[src/rtl/mips_pkg.sv]
// Shared MIPS definitions: opcodes, instruction field positions, fetch FSM encoding, reset PC.
package mips_pkg;

  localparam logic [31:0] RESET_PC_DEFAULT = 32'h0000_0000;

  localparam logic [5:0] Arith_Logic_cmd = 6'h00;
  localparam logic [5:0] JUMP_cmd        = 6'h02;
  localparam logic [5:0] BEQ_cmd         = 6'h04;
  localparam logic [5:0] BNE_cmd         = 6'h05;
  localparam logic [5:0] ADDI_cmd        = 6'h08;
  localparam logic [5:0] LW_cmd          = 6'h23;
  localparam logic [5:0] SW_cmd          = 6'h2B;

  localparam int OPCODE_MSB = 31;
  localparam int OPCODE_LSB = 26;
  localparam int IMM_MSB    = 15;
  localparam int IMM_LSB    = 0;
  localparam int TARGET_MSB = 25;
  localparam int TARGET_LSB = 0;
  localparam int FUNCT_MSB  = 5;
  localparam int FUNCT_LSB  = 0;

  typedef enum logic [1:0] {
    IDLE  = 2'd0,
    FETCH = 2'd1,
    WAIT  = 2'd2,
    ISSUE = 2'd3
  } fetch_state_t;

endpackage

[src/rtl/next_pc_calc.sv]
// Next-PC selection: sequential, PC-relative branch, or pseudo-direct jump.
// Purely combinational, no latency, no flow control.
module next_pc_calc
  import mips_pkg::*;
(
  input  logic [31:0] pc_plus4,
  input  logic [31:0] instr,
  input  logic        pcSrc,
  input  logic        signExtSrc,
  output logic [31:0] next_pc
);

  logic [31:0] branch_off;
  logic [31:0] jump_tgt;

  // Word offset sign-extended then shifted; the add wraps naturally at 32 bits.
  assign branch_off = {{14{instr[IMM_MSB]}}, instr[IMM_MSB:IMM_LSB], 2'b00};
  assign jump_tgt   = {pc_plus4[31:28], instr[TARGET_MSB:TARGET_LSB], 2'b00};

  always_comb begin
    next_pc = pc_plus4;
    if (pcSrc) begin
      if (signExtSrc) next_pc = jump_tgt;
      else            next_pc = pc_plus4 + branch_off;
    end
  end

endmodule

[src/rtl/instr_fetch_unit.sv]
// Fetch stage: owns the PC, one outstanding req/gnt/rvalid read, holds instr until decode accepts.
// Best case 3 cycles per instruction; stalls indefinitely on gnt, rvalid or instr_ready.
module instr_fetch_unit
  import mips_pkg::*;
#(
  parameter logic [31:0] RESET_PC = RESET_PC_DEFAULT
) (
  input  logic        clk,
  input  logic        rstn,
  output logic        imem_req,
  output logic [31:0] imem_addr,
  input  logic        imem_gnt,
  input  logic        imem_rvalid,
  input  logic [31:0] imem_rdata,
  output logic [31:0] instr,
  output logic        instr_valid,
  input  logic        instr_ready,
  input  logic        pcSrc,
  input  logic        signExtSrc,
  output logic [31:0] pc,
  output logic [31:0] pc_plus4
);

  fetch_state_t state;
  logic [31:0]  next_pc;

  assign pc_plus4  = pc + 32'd4;
  assign imem_addr = pc;

  next_pc_calc u_next_pc_calc (
    .pc_plus4   (pc_plus4),
    .instr      (instr),
    .pcSrc      (pcSrc),
    .signExtSrc (signExtSrc),
    .next_pc    (next_pc)
  );

  // imem_req and instr_valid are registered alongside the state so neither
  // has a combinational path from the memory handshake inputs.
  always_ff @(posedge clk or negedge rstn) begin
    if (!rstn) begin
      state       <= IDLE;
      pc          <= RESET_PC;
      instr       <= 32'd0;
      instr_valid <= 1'b0;
      imem_req    <= 1'b0;
    end else begin
      case (state)
        IDLE: begin
          state    <= FETCH;
          imem_req <= 1'b1;
        end
        FETCH: begin
          if (imem_gnt) begin
            state    <= WAIT;
            imem_req <= 1'b0;
          end
        end
        WAIT: begin
          if (imem_rvalid) begin
            state       <= ISSUE;
            instr       <= imem_rdata;
            instr_valid <= 1'b1;
          end
        end
        ISSUE: begin
          if (instr_ready) begin
            state       <= FETCH;
            pc          <= next_pc;
            instr_valid <= 1'b0;
            imem_req    <= 1'b1;
          end
        end
        default: begin
          state       <= IDLE;
          instr_valid <= 1'b0;
          imem_req    <= 1'b0;
        end
      endcase
    end
  end

endmodule

[config.mk]
export PLATFORM = sky130hd
export DESIGN_NAME = instr_fetch_unit
export DESIGN_NICKNAME = d
export VERILOG_FILES = /design/src/rtl/mips_pkg.sv /design/src/rtl/next_pc_calc.sv /design/src/rtl/instr_fetch_unit.sv
export SDC_FILE = /design/constraint.sdc
export NUM_CORES = 1
export LEC_CHECK = 0
export ABC_AREA = 1
export ABC_CLOCK_PERIOD_IN_PS = 6550
export BUFFER_PORTS_ARGS = -buffer_cell sky130_fd_sc_hd__buf_4
export CORE_ASPECT_RATIO = 0.5
export CORE_UTILIZATION = 28
export CTS_CLUSTER_DIAMETER = 200
export CTS_CLUSTER_SIZE = 16
export DETAILED_ROUTE_END_ITERATION = 16
export HOLD_SLACK_MARGIN = 0.03
export PLACE_DENSITY = 0.47
export SLEW_MARGIN = 20
export SYNTH_ARGS = -nofsm -noshare
export SYNTH_HDL_FRONTEND = slang
export SYNTH_SLANG_ARGS = --single-unit
[constraint.sdc]
create_clock -name clk -period 6.55 [get_ports clk]
set_clock_uncertainty 0.15 [all_clocks]
set_input_delay 0 -clock clk [delete_from_list [all_inputs] [get_ports clk]]
set_output_delay 0 -clock clk [all_outputs]
set_load 0.02 [all_outputs]
# After elaboration in Yosys (flattened, before gate mapping)
# Index checks and enable logic that the tools add are counted.
[word_totals]
elab_cells = 33
regBits = 68
inputBits = 39
[classes]
n_reduce_logical = 8
eq_ne = 6
n_addsub = 2
mux = 12
[ops]
columns = ["cell", "n"]
rows = [
  ["$mux W32", 2],
  ["$add A32 B3 Y32 const B", 1],
  ["$add A32 B32 Y32", 1],
  ["$reduce_and A3 Y1", 3],
  ["$pmux W2 S4", 1],
  ["$mux W2", 3],
  ["$ne A2 B2 Y1 const B", 3],
  ["$eq A2 B2 Y1 const B", 2],
  ["$mux W1", 4],
  ["$reduce_and A2 Y1", 2],
  ["$pmux W1 S3", 1],
  ["$reduce_bool A3 Y1", 1],
  ["$eq A2 B1 Y1 const B", 1],
  ["$logic_not A2 Y1", 1],
  ["$pmux W1 S2", 1],
  ["$reduce_bool A2 Y1", 1],
]

# Longest topological paths before layout
[logic_depth]
depth_word = 4
mapped_depth = 22
depth_no_buf = 22

# Modules after synthesis
# Synthesis repeated with hierarchy kept, for this count alone.
[unflattened]
hier_cells = 1005
area_unflattened_um2 = 6307.3
[modules_own_cells]
columns = ["module", "cells_each", "area_each_um2", "seq_area_each_um2", "n_inst"]
rows = [
  ["instr_fetch_unit", 495, 3746.1, 1701.6, 1],
  ["next_pc_calc", 510, 2561.2, 0.0, 1],
]

# Worst setup path before layout
# No wires, ideal clock.
[synth_timing]
path_type = "register to register"
from = "reg pc[2] (netlist: imem_addr[2])"
to = "reg pc[17] (netlist: imem_addr[17])"
path_slack_ns = 3.406
stages_incl_launch_ff = 17
arrival_ns = 2.877
synth_period_minus_slack_ns = 3.144
path_cell_list = "dfrtp_1 > inv_1 > nor2_2 > nand2_2 > nor2_1 > xor2_1 > ha_1 > nand2_1 > inv_1 > a21oi_1 > nor2_1 > nor2_1 > a21oi_1 > o21ai_0 > nand2_1 > nand2_1 > nand2_1"
[synth_via]
elab_chain_len = 4
[synth_rtl]
columns = ["item", "line", "rtl"]
rows = [
  ["start, declared", "instr_fetch_unit.sv:20", "output logic [31:0] pc,"],
  ["start signal, assigned", "instr_fetch_unit.sv:69", "pc <= next_pc;"],
  ["$add A32 B3 Y32", "instr_fetch_unit.sv:27", "assign pc_plus4 = pc + 32'd4;"],
  ["named net pc_plus4[2]", "instr_fetch_unit.sv:21", "output logic [31:0] pc_plus4"],
  ["$add A32 B32 Y32", "next_pc_calc.sv:24", "else next_pc = pc_plus4 + branch_off;"],
  ["$mux W32", "next_pc_calc.sv:23", "if (signExtSrc) next_pc = jump_tgt;"],
  ["$mux W32", "next_pc_calc.sv:22", "if (pcSrc) begin"],
]
# The timed path passes the listed nets, and every way through them passes these cells.
# A chain may end at the register's enable or synchronous reset.

# Worst setup path in the final report
[layout_timing]
from = "reg pc[3] (netlist: imem_addr[3])"
to = "reg pc[29] (netlist: imem_addr[29])"
[layout_via]
elab_chain_len = 4
[layout_rtl]
columns = ["item", "line"]
rows = [
  ["$add A32 B3 Y32 (*)", "instr_fetch_unit.sv:27"],
  ["$add A32 B32 Y32", "next_pc_calc.sv:24"],
  ["$mux W32", "next_pc_calc.sv:23"],
  ["$mux W32 (*)", "next_pc_calc.sv:22"],
]
# Mark *: on every way between the ends. The rest lies on a longest branch, timed or not.

==> impl_metrics.py <==
metrics = {
    "clock_network": {
        "clock_path_buffers": 2,
        "cts_tree": "built",
        "cts.repair.resized": 0,
        "clkSinkCount": 66,
        "post_cts_buffers": 0,
        "htreeDepth": 3,
        "hold_buffers": 40,
        "cts_root_buffer": "clkbuf_16",
        "clk_pin_slew_ps": 70,
        "cts_inserted_buffers": 9,
        "clock_latency_ps": 360,
    },
    "finish": {
        "final_nets": 1321,
        "final_cell_mix": "nand2_1 (402), buf_4 (167), inv_1 (161), nor2_1 (99)",
        "fillers": 2437,
        "area_growth_pct": 30.7,
        "drive_gt1_share_pct": 16.6,
        "seqCellArea_um2": 1650,
        "final_util_pct": 38.3,
        "diodes": 0,
        "layout_commonest_cell": "nand2_1",
        "fin_area_um2": 8500,
        "multiInputGateArea_um2": 3900,
    },
    "yosys": {
        "synth-async-reset-ratio_pct": 100,
        "yosys.area.top_type": "dfrtp_1",
        "netlist_instances": 1076,
        "synth.top_cell.area_share_pct": 25.4,
        "yosys_warnings": 0,
        "ys_ff_latch": 66,
        "mappedNetlistArea_um2": 6500,
        "synth_edf_count": 0,
        "yosys-top-cells-area": "dfrtp_1 (25%), nand2_1 (23%), inv_1 (9.3%)",
        "ys_seq_area_share_pct": 25.4,
        "synth_cell_types": 40,
        "synth-main-ff-cell": "dfrtp_1",
        "synth.avg_cell_area_um2": 6.04,
    },
    "placed_design": {
        "io_buffers": 162,
        "dp.final_hpwl_um": 20400,
        "routabilityCongestion": 0.928,
        "postPlaceCellArea_um2": 7790,
    },
    "drt": {
        "wire_per_inst_um": 16.8,
        "dr.pass1.iters": 6,
        "via_per_inst": 4.68,
        "detail_route.wirelength_um": 25900,
        "antenna_left": 0,
        "drt-initial-drc-count": 551,
        "drc": 0,
        "vias": 7239,
    },
    "setup_path": {
        "cp.depth": 20,
        "worstPathArrival_ps": 3800,
        "crit_path_cell_trace": "ha_1, nand3_1, inv_1, nand3_2, nor2_4, nand3_1, and2_1, ha_1, nand2_1, inv_1, nand2_1, nor3_1, and2_1, nand2_1, nand2_1, nand2_1, nand3_1, nand2_1, nand2_1, nand2_1",
        "crit_family": "simple AND/OR/NAND/NOR gates",
        "critPathKind": "flop to flop",
        "path_max_fanout": 7,
        "reg2reg_depth": 20,
        "cp-end-kind": "flop",
        "cp_slowest_stage_delay_ps": 430,
        "crit_buf_inv": 2,
        "worstPathRequired_ps": 6640,
        "endpoint": "imem_addr[29]",
        "setup.worst_path.start": "imem_addr[3]",
        "reg2reg_slack_ps": 2850,
        "start_kind": "flop",
        "r2r_start": "imem_addr[3]",
        "r2r-end": "imem_addr[29]",
        "cpMostUsedCell": "nand2_1",
        "slowest_stage": "dfrtp_1",
    },
    "timing": {
        "rsz0062_at_grt": "no",
        "max_freq_ghz": 0.270,
        "fin_crit_ps": 3700,
        "setup_violations": 0,
        "tightest_slew_ps": 964,
        "drv_slew": 0,
        "post-route-period-util_pct": 56.5,
        "final-hold-violation-count": 0,
        "maxSlewHeadroom_pct": 35.8,
        "finalSetupTns_ps": 0,
    },
    "worst_hold_path": {
        "hold_class": "primary input to asynchronous set/reset pin",
    },
    "floorplanning": {
        "dieHeight_um": 110,
        "initial_core_util_pct": 29.3,
        "dieArea_um2": 23900,
        "io_pins": 169,
        "std_cell_rows": 38,
        "die_x_um": 217,
        "coreArea_um2": 22200,
    },
    "global_route": {
        "grt_pass1_vias": 6794,
        "grt_pass1_wl_um": 39200,
        "grt_antenna_before_repair": 0,
        "grt_usage_pct": 22.0,
        "overflow": 0,
        "grt_max_degree": 67,
    },
    "status": {
        "status": "complete, no violations",
    },
    "pwr": {
        "ir_worst_vdd_mv": 0.236,
        "power_density_nw_per_um2": 637,
        "power.leakage_nw": 4.72,
    },
    "job": {
        "maxCapViolations": 0,
    },
}
[area by class of cell]
type,instances,share of cell area [%]
Multi-Input combinational cell,793,45.9
Timing Repair Buffer,207,19.5
Sequential cell,66,19.4
Inverter,164,7.25
Tap cell,300,4.42
Clock buffer,9,2.65
Clock inverter,7,0.898
[flip-flops by register name (all words and copies together), names as in the netlist]
name / flops
imem_addr: 30
instr: 32
imem_req: 1
instr_valid: 1
state: 2
[metrics by stage]
stage          hold slack (ps)  total power, mW  cells  setup slack, ps
4_1_cts                    203             5.41   1546             2850
5_1_grt                    236             5.91   1546             2470
2_1_floorplan             -446             3.50   1081             3410
3_3_place_gp              43.7             4.84   1490             2950
6_report                   170             5.41   1546             2850
3_5_place_dp              47.2             4.84   1490             2870
[synth_stat cells, types with 2 or more instances]
cell and number:
a21o_1 2, a21oi_1 52, a31oi_1 8, and2_1 6, buf_1 2, buf_4 36, clkbuf_1 20, dfrtp_1 66
ha_1 40, inv_1 161, inv_2 2, nand2_1 402, nand2_2 7, nand3_1 66, nand3b_1 3, nand4_1 14
nor2_1 99, nor2_2 4, nor2_4 3, nor3_1 8, nor3_2 2, o211ai_1 4, o21ai_0 27, o21ai_1 2
o21bai_1 4, xnor2_1 7, xor2_1 16
[where the power goes]
group	internal, mW	leakage [nW]	total [mW]	switching, mW
logic	1.41	3.79	3.98	2.57
clock network	0.297	0.142	0.511	0.213
registers	0.602	0.789	0.918	0.316
total	2.31	4.72	5.41	3.10
[routing by layer]
metal / GRT usage [%] / share of wire [%]
met5: 0 / 0
met4: 6.59 / 1.9
met2: 32.8 / 42
met3: 5.48 / 8.3
met1: 31.0 / 48
[logic make-up (layout without fill, tap and decap cells)]
kind of cell               Yosys count  after routing  share of synthesized area [%]
adders and majority gates           41             41                           8.01
AOI/OAI and AO/OA                  102            102                           8.51
other                                1              6                         0.0577
buffers and inverters              222            387                           14.9
DFF                                 66             66                           25.4
xor gates and xnor gates            25             25                           3.60
and+or+nand+nor                    619            619                           39.5
[worst min-delay path by stage]
| stage | end | slack, ps | depth (start not counted) |
|---|---|---|---|
| after floorplan | imem_addr[10] | -450 | 0 |
| after global placement | instr[31] | 40 | 3 |
| after detailed placement | imem_addr[24] | 50 | 1 |
| after CTS | imem_addr[24] | 200 | 2 |
| after global routing | instr[10] | 240 | 4 |
| final | imem_addr[24] | 170 | 2 |
No activity file was read; power rests on OpenSTA's default activity.
